File: src/rtl/uart_pkg.sv
// Shared UART definitions used by the receiver, the transmitter and the
// receive parity buffer: frame geometry, parity selectors and the
// parity-error helper.
package uart_pkg;

    localparam int DATA_W   = 8;
    localparam int FRAME_W  = 9;
    localparam int PAR_EVEN = 0;
    localparam int PAR_ODD  = 1;

    // One buffered entry: parity-error flag on top of the data byte.
    typedef struct packed {
        logic              perr;
        logic [DATA_W-1:0] data;
    } entry_t;

    // A frame is in error when its ones-count disagrees with the selected
    // parity sense; oddSel flips the sense of the plain XOR reduction.
    function automatic logic framePerr(input logic [FRAME_W-1:0] frame,
                                       input logic               oddSel);
        return (^frame) ^ oddSel;
    endfunction

endpackage

File: src/rtl/sync_2ff.sv
// Two-flop synchroniser for a single asynchronous level. The reset value
// is a parameter so a caller can choose which level the output rests at
// while reset is asserted.
module sync_2ff #(
    parameter logic RESET_VAL = 1'b1
) (
    input  logic clk,
    input  logic rst,
    input  logic d,
    output logic q
);

    logic stageOne_q;
    logic stageTwo_q;

    // Shift the asynchronous level through two flops to settle metastability.
    always_ff @(posedge clk or negedge rst) begin
        if (!rst) begin
            stageOne_q <= RESET_VAL;
            stageTwo_q <= RESET_VAL;
        end else begin
            stageOne_q <= d;
            stageTwo_q <= stageOne_q;
        end
    end

    assign q = stageTwo_q;

endmodule

File: src/rtl/rx_parity_buffer.sv
// Receive buffer sitting behind the UART receiver. Each rising edge of the
// receiver's frame-valid level pushes one frame into a first-word-fall-
// through FIFO together with its parity-error flag. A push into a full
// FIFO is dropped and raises a sticky overrun flag.
module rx_parity_buffer
    import uart_pkg::*;
#(
    parameter int DEPTH      = 8,
    parameter int PARITY_ODD = PAR_EVEN
) (
    input  logic                     clk,
    input  logic                     rst,
    input  logic [FRAME_W-1:0]       dataParityIn,
    input  logic                     readyIn,
    input  logic                     rdEn,
    input  logic                     clrOvr,
    output logic [DATA_W-1:0]        dataOut,
    output logic                     parityErrOut,
    output logic                     empty,
    output logic                     full,
    output logic                     overrun,
    output logic [$clog2(DEPTH):0]   count
);

    localparam int PTR_W = $clog2(DEPTH);
    localparam int CNT_W = $clog2(DEPTH) + 1;
    localparam logic [CNT_W-1:0] FULL_CNT = CNT_W'(DEPTH);
    localparam logic ODD_SEL = (PARITY_ODD == PAR_ODD);

    logic                 readySync;
    logic                 prev_q;
    logic                 push;
    logic                 popOk;
    logic                 pushOk;
    logic                 drop;
    logic [PTR_W-1:0]     wrPtr_q, wrPtr_d;
    logic [PTR_W-1:0]     rdPtr_q, rdPtr_d;
    logic [CNT_W-1:0]     count_q, count_d;
    logic                 overrun_q, overrun_d;
    entry_t               newEntry;
    entry_t               headEntry;
    logic [FRAME_W-1:0]   mem [DEPTH];

    // Resetting the synchroniser high means a level already high at reset
    // release looks "old" and cannot fake a rising edge.
    sync_2ff #(
        .RESET_VAL(1'b1)
    ) uReadySync (
        .clk (clk),
        .rst (rst),
        .d   (readyIn),
        .q   (readySync)
    );

    // Delayed copy of the synchronised level used for rising-edge detection.
    always_ff @(posedge clk or negedge rst) begin
        if (!rst) begin
            prev_q <= 1'b1;
        end else begin
            prev_q <= readySync;
        end
    end

    // Push/pop qualification and the entry that a push would store.
    always_comb begin
        push          = readySync & ~prev_q;
        popOk         = rdEn & ~empty;
        pushOk        = push & (~full | popOk);
        drop          = push & full & ~popOk;
        newEntry      = '0;
        newEntry.data = dataParityIn[DATA_W-1:0];
        newEntry.perr = framePerr(dataParityIn, ODD_SEL);
    end

    // Next-state for pointers, occupancy and the sticky overrun flag.
    always_comb begin
        wrPtr_d   = wrPtr_q;
        rdPtr_d   = rdPtr_q;
        count_d   = count_q;
        overrun_d = overrun_q;
        if (pushOk) begin
            wrPtr_d = wrPtr_q + PTR_W'(1);
        end
        if (popOk) begin
            rdPtr_d = rdPtr_q + PTR_W'(1);
        end
        case ({pushOk, popOk})
            2'b10:   count_d = count_q + CNT_W'(1);
            2'b01:   count_d = count_q - CNT_W'(1);
            default: count_d = count_q;
        endcase
        if (drop) begin
            overrun_d = 1'b1;
        end else if (clrOvr) begin
            overrun_d = 1'b0;
        end
    end

    // Control state register; the storage array itself is left unreset.
    always_ff @(posedge clk or negedge rst) begin
        if (!rst) begin
            wrPtr_q   <= '0;
            rdPtr_q   <= '0;
            count_q   <= '0;
            overrun_q <= 1'b0;
        end else begin
            wrPtr_q   <= wrPtr_d;
            rdPtr_q   <= rdPtr_d;
            count_q   <= count_d;
            overrun_q <= overrun_d;
        end
    end

    // Entry storage; a full FIFO with a same-edge pop overwrites the slot
    // that is being vacated, which is exactly where wrPtr points.
    always_ff @(posedge clk) begin
        if (pushOk) begin
            mem[wrPtr_q] <= newEntry;
        end
    end

    // Status flags and fall-through head view, forced to zero when empty.
    always_comb begin
        empty        = (count_q == '0);
        full         = (count_q == FULL_CNT);
        overrun      = overrun_q;
        count        = count_q;
        headEntry    = mem[rdPtr_q];
        dataOut      = '0;
        parityErrOut = 1'b0;
        if (!empty) begin
            dataOut      = headEntry.data;
            parityErrOut = headEntry.perr;
        end
    end

endmodule

File: config.mk
export PLATFORM = sky130hd
export DESIGN_NAME = rx_parity_buffer
export DESIGN_NICKNAME = d
export VERILOG_FILES = /design/src/rtl/uart_pkg.sv /design/src/rtl/sync_2ff.sv /design/src/rtl/rx_parity_buffer.sv
export SDC_FILE = /design/constraint.sdc
export NUM_CORES = 1
export LEC_CHECK = 0
export ABC_AREA = 1
export BUFFER_PORTS_ARGS = -buffer_cell sky130_fd_sc_hd__clkbuf_2
export CAP_MARGIN = 0
export CORE_ASPECT_RATIO = 1.1
export CORE_UTILIZATION = 40
export CTS_CLUSTER_DIAMETER = 30
export DETAILED_ROUTE_END_ITERATION = 10
export GPL_TIMING_DRIVEN = 0
export PLACE_DENSITY_LB_ADDON = 0.2
export SYNTH_ARGS = -nofsm -noshare
export SYNTH_HDL_FRONTEND = slang
export SYNTH_SLANG_ARGS = --single-unit
File: constraint.sdc
create_clock -name clk -period 2.4 [get_ports clk]
set_input_delay 0.12 -clock clk [delete_from_list [all_inputs] [get_ports clk]]
set_output_delay 0.12 -clock clk [all_outputs]
set_load 0.01 [all_outputs]
==> results of run 1 <==
## synthesized netlist by cell type (all sizes together)
library cell,count
inv,24
o21ai,41
ha,5
or2,2
nand4,1
nand3,8
o211ai,9
dfstp,3
nand2,44
o22ai,9
a31oi,1
a21oi,1
edfxtp,72
buf,12
dfrtp,11
xor2,5
clkbuf,1
xnor2,5
nor4,1
nor2,77
## worst max-delay path, delay by kind of cell (launching register included)
kind | cells | cell delay (ns)
buf+inv | 1 | 0.03
flops | 1 | 0.54
simple gates | 4 | 1.25
## cells in the final DEF (no fill, tap or decap), types with 2 or more instances in the layout
cell type / n
nand2_1: 43
nand3_1: 8
ha_1: 5
buf_6: 6
dfrtp_1: 11
clkbuf_8: 9
o22ai_1: 9
buf_2: 3
xor2_1: 5
inv_6: 2
dlygate4sd3_1: 3
buf_4: 3
o21ai_0: 30
bufinv_16: 2
inv_1: 22
edfxtp_1: 72
dfstp_2: 3
o211ai_1: 9
nor2_1: 77
clkbuf_2: 29
o21ai_1: 11
xnor2_1: 5
clkinvlp_4: 2
## cell type report
cell class,instances,area [µm²]
multi-input cells,209,1010
inverters,24,95.1
repair buffers,32,175
clock inverters,7,97.6
fillers,809,4690
well taps,114,143
plain buffers,13,109
clock buffers,9,124
flip-flops and latches,86,2520
## routing by layer
metal  up-vias  GRT usage  part of all wire
li1       1224          -                 -
met1      1167      0.221              0.45
met2        62      0.285              0.48
met3        10     0.0314             0.044
met4         0     0.0852             0.018
met5         -          0                 0
## power groups by stage
stage / Combinational (mW) / Sequential [mW] / Clock, mW
after global placement: 1.93 / 1.94 / 0
after detailed placement: 1.95 / 1.95 / 0
final: 1.96 / 1.91 / 1.10
after global routing: 2.17 / 1.93 / 1.19
after CTS: 1.96 / 1.91 / 1.12
after floorplan: 1.31 / 1.94 / 0
## flip-flops by register name, indices dropped and copies added, names as in the netlist
register	flops
count	4
mem	72
overrun	1
prev_q	1
rdPtr_q	3
uReadySync.q	1
uReadySync.stageOne_q	1
wrPtr_q	3
## path summary, 6_finish.rpt
path / end / start / depth (start not counted)
max: mem[0][5] / uReadySync.q / 5
min: rdPtr_q[0] / rdEn / 3
max reg2reg: mem[0][5] / uReadySync.q / 5
min reg2reg: uReadySync.q / uReadySync.stageOne_q / 0
max in group asynchronous: prev_q / rst / 2
min in group asynchronous: wrPtr_q[0] / rst / 2
## logic make-up after synthesis
logic type / synth area share
simple gates: 0.140
flops: 0.674
compound gates: 0.0911
buf+inv: 0.0546
xor+xnor: 0.0234
fa+ha+maj: 0.0168
## what timing repair did
item / 4_1_cts / 5_1_grt
hold endpoints to repair: 16 / 0
hold buffers: 3 / 0
setup endpoints to repair: 0 / 0
==> reports/results.tsv, run 1 <==
stage	metric	value	unit
floorplanning	placement_rows	36	
synthesis	avgSynthCellArea	11.2	µm²
synthesis	seq_area_frac_synth	0.674	
routing	routed_wirelength	7.67	mm
routing	drcViolationCount	0	
timing	worst_slew_pin_slew	0.939	ns
synthesis	ys_warn_count	0	
timing	post-route-min-period	2.20	ns
timing	rsz0062_at_grt	no	
floorplanning	die_h	103	µm
place	post-place-ws	0.206	ns
worst_setup_path	critPathMaxStageDelay	0.71	ns
final_layout	fin_area	4270	µm²
power	pwr-share-seq	0.385	
clocking	cts_made_buffers	9	
clocking	cts_setup_buffers	0	
synthesis	syn_area	3730	µm²
worst_setup_path	cp_data_arrival_time	2.16	ns
power	power	4.97	mW
global_route	grt_overflow_total	0	
synthesis	synthesis.nets	351	
final_layout	nets	394	
synthesis	synth_cells	332	
final_layout	syn2layout_area_growth	14.4	%
power	p_clk_frac	0.222	
global_route	grt_max_degree	16	
timing	finClkSkew	0.0102	ns
global_route	grtUsageTotal	0.173	
synthesis	synth_seq_cells	86	
power	power_density	1160	nW/µm²
run_status	status	finished clean	
clocking	cts_tree	done	
global_route	antenna_found_initial	0	
clocking	clock_path_buffers	2	
routing	vias	2463	
routing	first_iter_violations	128	
timing	tns	0	ns
worst_setup_path	path_class	reg -> reg	
final_layout	diodes	0	
synthesis	synth_top_cells_by_area	edfxtp_1 (58%), nor2_1 (7.7%), dfrtp_1 (7.4%)	
timing	min_period_over_period	0.917	
floorplanning	die_w	94.1	µm
routing	wire_per_inst	15.5	µm
place	place_area	4020	µm²
synthesis	yosysTopAreaCell	edfxtp_1	
global_route	grt_pass1_vias	2342	
synthesis	synth_cell_types	27	
timing	fin_hold_ws	0.0598	ns
power	p_int	3.11	mW
timing	setup_ws	0.200	ns
timing	setup_viol	0	
place	port_buffers	29	
routing	firstDrtPassIters	4	
run	max-cap-violations	0	
power	power_frac_comb	0.393	
floorplanning	dieArea	9730	µm²
clocking	clock-root-buffer	clkbuf_8	
clocking	clk_latency	0.34	ns
worst_setup_path	worst_path_most_repeated_cell	nor2_1	
final_layout	final_core_util	0.477	
timing	clock.fmax	455	MHz
clocking	cts.sinks	86	
worst_setup_path	path_max_fanout	9	
power	power.switching	1.86	mW
worst_setup_path	crit_path_top_delay_cell	nor2_1	
floorplanning	initial_core_util	0.417	
timing	drv_slew	0	
worst_setup_path	crit_path_start_kind	register	
power	switching_share	0.375	
routing	vias_per_cell	4.99	
routing	ant_nets	0	
timing	hold_viol_final	0	
worst_setup_path	end_kind	register	
clocking	cts-resized-gates	0	
clocking	h-tree-depth	3	
power	ir_worst_vdd	0.000553	V
worst_setup_path	crit_path_cell_trace	inv_1, nor2_1, nand2_2, or2_4, nor2_1	
floorplanning	num_io_pins	30	
place	hpwlAfterDp	5.07	mm
worst_setup_path	reg2reg_slack	0.20	ns
place	post-place-cells	475	
floorplanning	core_area	8960	µm²
final_layout	drive_gt1_frac	0.171	
worst_setup_path	crit_required	2.36	ns
min_path	hold_path_class	in -> reg	
synthesis	synth_top_area_frac	0.579	
global_route	grt_pass1_wl	12.0	mm
clocking	clk_pin_slew	0.08	ns
final_layout	final_cells	494	
timing	maxSlewHeadroom	0.372	
power	power.leakage	1.68	nW
place	gp_congestion	0.785	
Power figures use the tool's default switching activity.
==> run 2, diff against run 1 <==
- clock period: 2.4 -> 2.3 ns (I/O delays scaled with it)
==> run 2 against run 1 <==
Sequential power is 4% higher. Die area unchanged. Flip-flop and latch count unchanged. Critical path depth is the same. Worst hold slack worse by 0.0059 ns. Sequential share of layout area shrank 0.069 points. Largest cell class unchanged.
==> reports/results.tsv, run 2 (same netlist as run 1, synthesis figures left out) <==
stage	metric	value	unit	change
worst_setup_path	path_class	reg -> reg		
worst_setup_path	crit_path_start_kind	register		
clocking	clock_path_buffers	2		unchanged
power	p_int	3.24	mW	+4.4%
final_layout	top_register	mem		
timing	clock.fmax	462	MHz	+1.7%
routing	firstDrtPassIters	4		unchanged
final_layout	final_common_cell	nor2_1		
clocking	cts.sinks	86		unchanged
clocking	cts_setup_buffers	0		unchanged
timing	finClkSkew	0.0115	ns	+0.00126 ns
timing	maxSlewHeadroom	0.401		+0.0289
final_layout	diodes	0		unchanged
final_layout	layout_common_cells	nor2_1 (75), edfxtp_1 (72), nand2_1 (43), o21ai_0 (30), clkbuf_2 (29)		
timing	fin_hold_ws	0.0539	ns	-0.00594 ns
power	power	5.19	mW	+4.5%
routing	first_iter_violations	157		+23%
timing	worst_slew_pin_slew	0.895	ns	-0.0431 ns
floorplanning	placement_rows	36		unchanged
power	switching_share	0.375		+0.000763
run_status	status	finished clean		
worst_setup_path	end_kind	register		
final_layout	largest_reg_flops	72		unchanged
clocking	clk_latency	0.35	ns	about the same
worst_setup_path	path_max_fanout	9		unchanged
final_layout	register_area	2520	µm²	unchanged
power	ir_worst_vdd	0.000580	V	+4.8%
power	power.switching	1.95	mW	+4.7%
global_route	grt_overflow_total	0		unchanged
timing	hold_viol_final	0		unchanged
routing	vias_per_cell	4.97		-0.37%
timing	rsz0062_at_grt	no		
power	power_density	1210	nW/µm²	+4.4%
timing	drv_slew	0		unchanged
run	max-cap-violations	0		unchanged
global_route	grt_pass1_vias	2342		unchanged
routing	drcViolationCount	0		unchanged
floorplanning	die_h	103	µm	unchanged
clocking	cts_tree	done		
worst_setup_path	crit_required	2.27	ns	-0.09 ns
final_layout	nets	394		unchanged
power	pwr-share-seq	0.384		about the same
floorplanning	dieArea	9730	µm²	unchanged
timing	min_period_over_period	0.941		+0.0240
clocking	h-tree-depth	3		unchanged
floorplanning	num_io_pins	30		unchanged
global_route	antenna_found_initial	0		unchanged
final_layout	multi_input_area	1020	µm²	+0.49%
routing	wire_per_inst	15.6	µm	+0.39%
timing	tns	0	ns	unchanged
timing	setup_viol	0		unchanged
clocking	clk_pin_slew	0.08	ns	about the same
global_route	grt_max_degree	16		unchanged
min_path	hold_path_class	in -> reg		
final_layout	nFillCells	813		+0.49%
power	power.leakage	1.68	nW	about the same
global_route	grt_pass1_wl	12.0	mm	unchanged
timing	post-route-min-period	2.16	ns	-0.0364 ns
global_route	grtUsageTotal	0.173		unchanged
floorplanning	core_area	8960	µm²	unchanged
place	hpwlAfterDp	5.07	mm	unchanged
place	gp_congestion	0.785		unchanged
routing	vias	2454		-0.37%
clocking	clock-root-buffer	clkbuf_8		
final_layout	drive_gt1_frac	0.176		+0.00526
floorplanning	die_w	94.1	µm	unchanged
final_layout	syn2layout_area_growth	14.6	%	
clocking	cts_made_buffers	9		unchanged
place	port_buffers	29		unchanged
power	power_frac_comb	0.394		about the same
worst_setup_path	cp_data_arrival_time	2.13	ns	-0.03 ns
routing	routed_wirelength	7.70	mm	+0.39%
power	p_clk_frac	0.222		about the same
routing	ant_nets	0		unchanged
floorplanning	initial_core_util	0.417		unchanged
-- run 2: cell counts in the layout (fill, tap and decap cells not counted) --
Identical to the previous run, type by type.
-- run 2: power groups by stage --
| stage | clock network (mW) | logic (mW) | registers [mW] |
|---|---|---|---|
| floorplan | 0 | 1.36 | 2.02 |
| global placement | 0 | 2.02 | 2.03 |
| detailed placement | 0 | 2.04 | 2.03 |
| CTS | 1.17 | 2.05 | 1.99 |
| global route | 1.24 | 2.27 | 2.02 |
| finish | 1.16 | 2.04 | 1.99 |
-- run 2: timing repair --
| action | CTS | global route |
|---|---|---|
| endpoints found under the hold margin | 16 | 0 |
| resized for setup | 0 | 2 |
| endpoints found under the setup margin | 0 | 18 |
| hold buffers | 3 | 0 |
-- run 2: worst max-delay path: stages (launching register included) --
cell	delay [ns]
dfstp_2	0.54
inv_1	0.03
nor2_1	0.14
nand2_2	0.13
or2_4	0.27
nor2_1	0.68
-- run 2: per-layer routing --
| metal | wire length (µm) | track usage | vias up | part of all wire |
|---|---|---|---|---|
| li1 | - | - | 1226 | - |
| met1 | 3480 | 0.221 | 1164 | 0.45 |
| met2 | 3750 | 0.285 | 57 | 0.49 |
| met3 | 368 | 0.0314 | 7 | 0.048 |
| met4 | 99 | 0.0852 | 0 | 0.013 |
| met5 | 0 | 0 | - | 0 |
-- run 2: path summary, 6_finish.rpt --
check / cells after the start / startpoint / slack [ns] / endpoint
setup / recovery: 5 / uReadySync.q / 0.14 / mem[6][5]
hold / removal: 3 / rdEn / 0.05 / rdPtr_q[0]
setup reg to reg: 5 / uReadySync.q / 0.14 / mem[6][5]
hold reg to reg: 0 / uReadySync.stageOne_q / 0.36 / uReadySync.q
max in group asynchronous: 2 / rst / 1.80 / prev_q
min in group asynchronous: 2 / rst / 0.20 / wrPtr_q[0]
-- run 2: layout make-up --
class,instances,area share
sequential,86,0.588
clock inverter,7,0.0228
inverter,24,0.0222
timing repair buffer,32,0.0409
tap,114,0.0333
clock buffer,9,0.0289
multi-input combinational,209,0.238
buffer,13,0.0254
-- run 2: per-stage QoR --
stage	setup slack [ns]	cell area, µm²	instances	utilization
final	0.137	4280	494	0.477
after global routing	0.0125	4280	494	0.477
after CTS	0.0884	4270	494	0.477
after detailed placement	0.106	4020	475	0.449
after global placement	0.0857	4020	475	0.449
after floorplan	0.398	3730	332	-
